[config.mk]
export PLATFORM = sky130hd
export DESIGN_NAME = ddc_line_frontend
export DESIGN_NICKNAME = d
export VERILOG_FILES = /design/src/rtl/ddc_line_frontend.sv
export SDC_FILE = /design/constraint.sdc
export NUM_CORES = 1
export LEC_CHECK = 0
export CAP_MARGIN = 20
export CORE_MARGIN = 1
export CORE_UTILIZATION = 50
export DETAILED_ROUTE_END_ITERATION = 10
export GPL_TIMING_DRIVEN = 0
export PLACE_DENSITY_LB_ADDON = 0.25
export SLEW_MARGIN = 5
export SYNTH_ARGS = -nofsm -noshare
export SYNTH_HDL_FRONTEND = slang
export SYNTH_SLANG_ARGS = --single-unit
[constraint.sdc]
create_clock -name clk_i -period 2.65 [get_ports clk_i]
set_input_delay 0.53 -clock clk_i [delete_from_list [all_inputs] [get_ports clk_i]]
set_output_delay 0.53 -clock clk_i [all_outputs]
set_load 0.01 [all_outputs]
[src/rtl/ddc_line_frontend.sv]
// ddc_line_frontend: DDC (EDID I2C) pad front end.
// Synchronises and glitch-filters SCL/SDA, emits SCL edge and START/STOP
// strobes, tracks bus ownership, and applies the slave's SDA pull-down
// request only after a hold window that follows each SCL falling edge.
// Optional feature macro: DDC_STUCK_TIMEOUT_EN (SCL-held-low bus timeout).
module ddc_line_frontend #(
    parameter int unsigned FILT_CYCLES    = 4,
    parameter int unsigned HOLD_CYCLES    = 8,
    parameter int unsigned TIMEOUT_CYCLES = 2500000
) (
    input  logic clk_i,
    input  logic rst_ni,
    input  logic scl_pad_i,
    input  logic sda_pad_i,
    input  logic sda_drive_i,
    output logic sda_oe_o,
    output logic scl_o,
    output logic sda_o,
    output logic scl_rise_o,
    output logic scl_fall_o,
    output logic start_o,
    output logic stop_o,
    output logic busy_o,
    output logic stuck_o
);

    localparam int unsigned FW = $clog2(FILT_CYCLES + 1);
    localparam int unsigned HW = 8;
    localparam logic [FW-1:0] FILT_LAST = FW'(FILT_CYCLES - 1);
    localparam logic [HW-1:0] HOLD_LOAD = HW'(HOLD_CYCLES);

    // Reject parameter values outside the supported ranges at elaboration.
    if (FILT_CYCLES < 1 || FILT_CYCLES > 15 || HOLD_CYCLES > 255 || TIMEOUT_CYCLES < 1) begin : g_param_check
        $error("ddc_line_frontend: parameter out of range");
    end

    logic          r_scl_meta, r_scl_sync, r_sda_meta, r_sda_sync;
    logic          r_scl_f, r_sda_f;
    logic [FW-1:0] r_scl_cnt, r_sda_cnt;
    logic          r_scl_rise, r_scl_fall, r_start, r_stop, r_busy;
    logic [HW-1:0] r_hold_cnt;
    logic          r_sda_oe;

    logic          w_scl_chg, w_sda_chg;
    logic [FW-1:0] w_scl_cnt_nxt, w_sda_cnt_nxt;
    logic          w_scl_rise, w_scl_fall, w_start, w_stop;
    logic          w_to_hit, w_stuck;

    // Two-flop synchronisers; idle-high lines reset to 1.
    always_ff @(posedge clk_i or negedge rst_ni) begin
        if (!rst_ni) begin
            r_scl_meta <= 1'b1;
            r_scl_sync <= 1'b1;
            r_sda_meta <= 1'b1;
            r_sda_sync <= 1'b1;
        end else begin
            r_scl_meta <= scl_pad_i;
            r_scl_sync <= r_scl_meta;
            r_sda_meta <= sda_pad_i;
            r_sda_sync <= r_sda_meta;
        end
    end

    // Persistence filters: a new level is accepted on its FILT_CYCLES-th consecutive disagreeing cycle.
    always_comb begin
        w_scl_chg     = 1'b0;
        w_scl_cnt_nxt = '0;
        w_sda_chg     = 1'b0;
        w_sda_cnt_nxt = '0;
        if (r_scl_sync != r_scl_f) begin
            if (r_scl_cnt == FILT_LAST) w_scl_chg = 1'b1;
            else                        w_scl_cnt_nxt = r_scl_cnt + FW'(1);
        end
        if (r_sda_sync != r_sda_f) begin
            if (r_sda_cnt == FILT_LAST) w_sda_chg = 1'b1;
            else                        w_sda_cnt_nxt = r_sda_cnt + FW'(1);
        end
    end

    // Edge and bus-condition decode; an SCL change masks any START/STOP in the same cycle.
    assign w_scl_rise = w_scl_chg &  r_scl_sync;
    assign w_scl_fall = w_scl_chg & ~r_scl_sync;
    assign w_start    = w_sda_chg & ~r_sda_sync & r_scl_f & ~w_scl_chg;
    assign w_stop     = w_sda_chg &  r_sda_sync & r_scl_f & ~w_scl_chg;

`ifdef DDC_STUCK_TIMEOUT_EN
    localparam int unsigned TW = $clog2(TIMEOUT_CYCLES + 1);
    localparam logic [TW-1:0] TO_LAST = TW'(TIMEOUT_CYCLES - 1);
    localparam logic [TW-1:0] TO_MAX  = TW'(TIMEOUT_CYCLES);

    logic [TW-1:0] r_to_cnt;
    logic          r_stuck;

    assign w_to_hit = r_busy & ~r_scl_f & ~w_scl_rise & (r_to_cnt == TO_LAST);
    assign w_stuck  = r_stuck;

    // Count SCL-low cycles while the bus is owned; latch stuck until SCL rises again.
    always_ff @(posedge clk_i or negedge rst_ni) begin
        if (!rst_ni) begin
            r_to_cnt <= '0;
            r_stuck  <= 1'b0;
        end else begin
            if (!r_busy || w_scl_rise)               r_to_cnt <= '0;
            else if (!r_scl_f && r_to_cnt != TO_MAX) r_to_cnt <= r_to_cnt + TW'(1);
            if (w_to_hit)        r_stuck <= 1'b1;
            else if (w_scl_rise) r_stuck <= 1'b0;
        end
    end
`else
    assign w_to_hit = 1'b0;
    assign w_stuck  = 1'b0;
`endif

    // Filtered levels, counters and registered strobes.
    always_ff @(posedge clk_i or negedge rst_ni) begin
        if (!rst_ni) begin
            r_scl_f    <= 1'b1;
            r_sda_f    <= 1'b1;
            r_scl_cnt  <= '0;
            r_sda_cnt  <= '0;
            r_scl_rise <= 1'b0;
            r_scl_fall <= 1'b0;
            r_start    <= 1'b0;
            r_stop     <= 1'b0;
        end else begin
            r_scl_cnt  <= w_scl_cnt_nxt;
            r_sda_cnt  <= w_sda_cnt_nxt;
            if (w_scl_chg) r_scl_f <= r_scl_sync;
            if (w_sda_chg) r_sda_f <= r_sda_sync;
            r_scl_rise <= w_scl_rise;
            r_scl_fall <= w_scl_fall;
            r_start    <= w_start;
            r_stop     <= w_stop;
        end
    end

    // Bus ownership follows the registered START/STOP strobes.
    always_ff @(posedge clk_i or negedge rst_ni) begin
        if (!rst_ni)       r_busy <= 1'b0;
        else if (w_to_hit) r_busy <= 1'b0;
        else if (r_start)  r_busy <= 1'b1;
        else if (r_stop)   r_busy <= 1'b0;
    end

    // SDA output enable is frozen while the post-fall hold counter runs.
    always_ff @(posedge clk_i or negedge rst_ni) begin
        if (!rst_ni) begin
            r_hold_cnt <= '0;
            r_sda_oe   <= 1'b0;
        end else begin
            if (w_to_hit)              r_hold_cnt <= '0;
            else if (w_scl_fall)       r_hold_cnt <= HOLD_LOAD;
            else if (r_hold_cnt != '0) r_hold_cnt <= r_hold_cnt - HW'(1);

            if (w_to_hit || w_stuck)   r_sda_oe <= 1'b0;
            else if (r_hold_cnt == '0) r_sda_oe <= sda_drive_i;
        end
    end

    assign scl_o      = r_scl_f;
    assign sda_o      = r_sda_f;
    assign scl_rise_o = r_scl_rise;
    assign scl_fall_o = r_scl_fall;
    assign start_o    = r_start;
    assign stop_o     = r_stop;
    assign busy_o     = r_busy;
    assign sda_oe_o   = r_sda_oe;
    assign stuck_o    = w_stuck;

endmodule

# Yosys cells after proc, flatten, opt, wreduce, memory -nomap -nowiden
# Index checks and enable logic that the tools add are counted.
[totals] register_bits=26 inputBits=5 output_inout_bits=9 elab_cells=49
[classes] mux=12 n_bitwise=11 eq_ne=4 n_reduce_logical=4 n_addsub=3
[op_table] cell="8-bit two-way mux" n=2
[op_table] cell="3-bit two-way mux" n=4
[op_table] cell="1-bit AND" n=8
[op_table] cell="8-bit zero test" n=1
[op_table] cell="8-bit nonzero test" n=1
[op_table] cell="8-bit by 1-bit subtractor with 8-bit output (second input constant)" n=1
[op_table] cell="3-bit by 1-bit adder with 3-bit output (second input constant)" n=2
[op_table] cell="3-bit by 2-bit == test with 1-bit output (second input constant)" n=2
[op_table] cell="1-bit two-way mux" n=6
[op_table] cell="2-bit nonzero test" n=2
[op_table] cell="1-bit NOT" n=3
[op_table] cell="1-bit != test" n=2

# Logic depth before layout (Yosys ltp)
[depth] word_depth=6 depth_mapped=5

# Least setup slack after synthesis
# OpenSTA, ideal clock, no wires.
[synth_path] path_type="reg2reg" startpoint="register r_hold_cnt[0]" endpoint="register r_hold_cnt[4]" period_less_slack_ps=1649 path_slack_ps=1001 t_arrival_ps=1571 path_stages_with_launch=6 required_time_ps=2573 setup_ps=77 path_cell_list="dfrtp_1 -> inv_1 -> ha_1 -> or3b_2 -> or3_1 -> a21oi_1"
[synth_via] elab_chain_len=3 word_cells_on_any_way=5 classes_between="add/sub: 1; mux: 2; reduce/logical: 2"
[synth_lines] item="from (decl)" line_no="41" source="logic [HW-1:0] r_hold_cnt;"
[synth_lines] item="from (signal assigned)" line_no="153" source="else if (r_hold_cnt != '0) r_hold_cnt <= r_hold_cnt - HW'(1);"
[synth_lines] item="8-bit by 1-bit subtractor with 8-bit output" line_no="153"
[synth_lines] item="8-bit two-way mux" line_no="153"
[synth_lines] item="8-bit two-way mux" line_no="152" source="else if (w_scl_fall) r_hold_cnt <= HOLD_LOAD;"
# Several ways; a longest one is shown, not always the timed one. The select of a mux whose other input is x is not followed.
# A chain may end at the register's enable or synchronous reset.

# Final worst setup path
[layout_path] startpoint="register r_scl_f (netlist: scl_o)" endpoint="output scl_o"
[layout_rtl] item="from (decl)" line_no="38" source="logic r_scl_f, r_sda_f;"
[layout_rtl] item="from (signal assigned)" line_no="128" source="if (w_scl_chg) r_scl_f <= r_scl_sync;"
[layout_rtl] item="to (decl)" line_no="17" source="output logic scl_o,"
# No word-level cell between the ends.

==> flow_summary.toml <==
[routing]
viasPerCell = 5.28
drc = 0
wl_um = 1600
via_count = 687
routedWlPerCell_um = 12.3
firstDrtPassIters = 4
final_antenna_net_count = 0
drt-initial-drc-count = 15

[pwr]
leakage_uw = 0.000540
p_int_uw = 834
pwr-share-comb_pct = 36.5
switching_share_pct = 33.8
switchingPower_uw = 425
clkPwrFrac_pct = 13.2
p_per_area_mw_per_mm2 = 979
irDropWorstVdd_uv = 643
p_seq_share_pct = 50.3

[setup_path]
crit_fanout = 6
critPathSlowestCell = "dfstp_2"
cp_cell_sequence = "clkdlybuf4s50_1"
slowest_delay_ns = 0.59
crit_path_end_kind = "output port"
cp_data_required_time_ns = 2.12
critPathLaunchType = "flop"
crit_family = "flip-flops"
crit_arrival_ns = 1.44
crit_type = "reg2out"
cp.buffers_inverters = 1

[global_route]
grt_pass1_vias = 645
grt_first_pass_wirelength_um = 2770
track_usage_pct = 15.8
grt_max_degree = 27
grt-ovfl-total = 0
antenna_found_initial = 0

[synthesis]
synth-edff-count = 0
ys_ff_latch = 26
synth.most_common_cell = "dfrtp_1"
syn_inst = 86
synth_area_mm2 = 0.00108
avgSynthCellArea_um2 = 12.5
ys_types = 31
syn_nets = 94
synth-main-ff-cell = "dfrtp_1"
synth_area_leaders = "dfrtp_1 46%, dfstp_2 15%, nor3b_1 5.6%, ha_1 3.5%, a21oi_1 3.2%"
yosysTopAreaCellShare_pct = 46.4
synth_common_cells = "20 x dfrtp_1, 8 x nor3b_1, 7 x a21oi_1, 6 x dfstp_2, 4 x o21ai_0"
synthArstFlopShare_pct = 100
ys_seq_area_share_pct = 61.0
synth_top_cell_by_area = "dfrtp_1"
synth-warning-count = 0

[timing]
fin_hold_ws_ns = 0.379
fin_tns_setup_ns = 0
fmax_mhz = 507
finClkSkew_ns = 0.0109
fin_crit_ns = 1.97
slew-limit-headroom_pct = 47.6
rsz0062_at_grt = "false"
setup_viol = 0
worstMarginPinSlew_ns = 0.779
maxSlewViolCount = 0
hold_viol = 0
fin_crit_sh_pct = 74.4

[die]
core.rowCount = 16
dieArea_mm2 = 0.00235
die_x_um = 48.4
die_h_um = 48.4
start_util_pct = 53.9
io-pin-count = 14
core-area_mm2 = 0.00200

[clocking]
cts.repair.resized = 0
cts.sinks = 26
clockBufferDepth = 2
cts_setup_buffers = 0
insertion_delay_ns = 0.32
cts_tree = "yes"
numCtsBuffers = 3
cts_hold_buf = 0
clkTransAtPathRegs_ns = 0.13
htree_levels = 1
root_buffer = "clkbuf_4"

[finish]
fin_nets = 112
regMostFlops = "r_hold_cnt"
drive_gt1_share_pct = 17.5
fin_cells = 130
largest_registers = "r_hold_cnt x8, r_scl_cnt x3, r_sda_cnt x3"
area_delta_synth_final_pct = 19.3
largest_reg_flops = 8
multiInputGateArea_um2 = 398
antenna_cells = 0
seq_area_um2 = 658
fillers = 157

[run]
cap_viol_max_count = 0

[placement]
numPortBuffers = 12
dp_hpwl_um = 1120
place_inst = 125
gp_congestion = 0.819

[min_path]
hold_class = "reg2reg"

[status]
status = "finished clean"
==> cell type report <==
cell class	instances	share of cell area, %
inverter	3	0.875
multi-input combinational	55	30.9
buffer	2	0.875
clock buffer	4	2.04
timing repair buffer	13	11.5
sequential	26	51.2
tap	27	2.63
==> kinds of logic (layout without fill, tap and decap cells) <==
family | after synthesis | after routing | synth area share [%]
AND/OR/NAND/NOR | 29 | 29 | 18.4
flip-flops | 26 | 26 | 61.0
AO/OA/AOI/OAI | 17 | 17 | 9.86
buffers and inverters | 5 | 22 | 2.09
adder cells (fa/ha/maj) | 3 | 3 | 3.48
multiplexers | 3 | 3 | 3.13
XOR/XNOR | 2 | 2 | 1.62
other | 1 | 1 | 0.348
==> cells in the final DEF, fill, tap and decap left out, types with 2 or more instances in the layout <==
cell / count
a21oi_1: 7
clkbuf_1: 2
clkbuf_4: 3
clkdlybuf4s50_1: 12
dfrtp_1: 20
dfstp_2: 6
ha_1: 3
inv_1: 3
mux2_2: 3
nand2_1: 2
nand2b_1: 2
nor2b_1: 3
nor3_1: 2
nor3b_1: 8
o21ai_0: 4
or3_1: 3
or4_1: 2
xnor2_1: 2
==> per-stage QoR <==
step                      setup slack, ns  util (%)  total power (uW)  cell area (um^2)
after floorplan                      1.00         -               933              1080
after global placement              0.760      61.6              1060              1230
after detailed placement            0.766      61.6              1090              1230
after CTS                           0.657      62.9              1260              1260
after global routing                0.616      64.3              1350              1290
final                               0.677      64.3              1260              1290
==> power by group through the flow <==
| stage | logic, uW | registers (uW) | clock network, uW |
|---|---|---|---|
| after global routing | 515 | 654 | 186 |
| after detailed placement | 452 | 640 | 0 |
| after global placement | 429 | 634 | 0 |
| after CTS | 454 | 632 | 175 |
| final | 460 | 634 | 166 |
| after floorplan | 296 | 637 | 0 |
==> layer usage <==
layer	part of all wire (%)	wire length, um	track usage, %	up-vias
met5	0	0	0	-
met4	2.7	43	8.82	0
met3	3.8	61	1.89	5
met2	44	704	25.1	19
met1	49	791	21.2	321
li1	-	-	-	342
==> worst paths after layout <==
kind	from	to	slack [ns]	cells past startpoint
worst max-delay path	scl_o	scl_o	0.68	1
max in group asynchronous	rst_ni	scl_o	1.55	2
worst min-delay path	r_scl_meta	r_scl_sync	0.38	0
worst max register to register	r_hold_cnt[4]	r_hold_cnt[3]	0.76	4
min in group asynchronous	rst_ni	r_hold_cnt[3]	0.54	1
worst min register to register	r_scl_meta	r_scl_sync	0.38	0
Power figures use the tool's default switching activity.
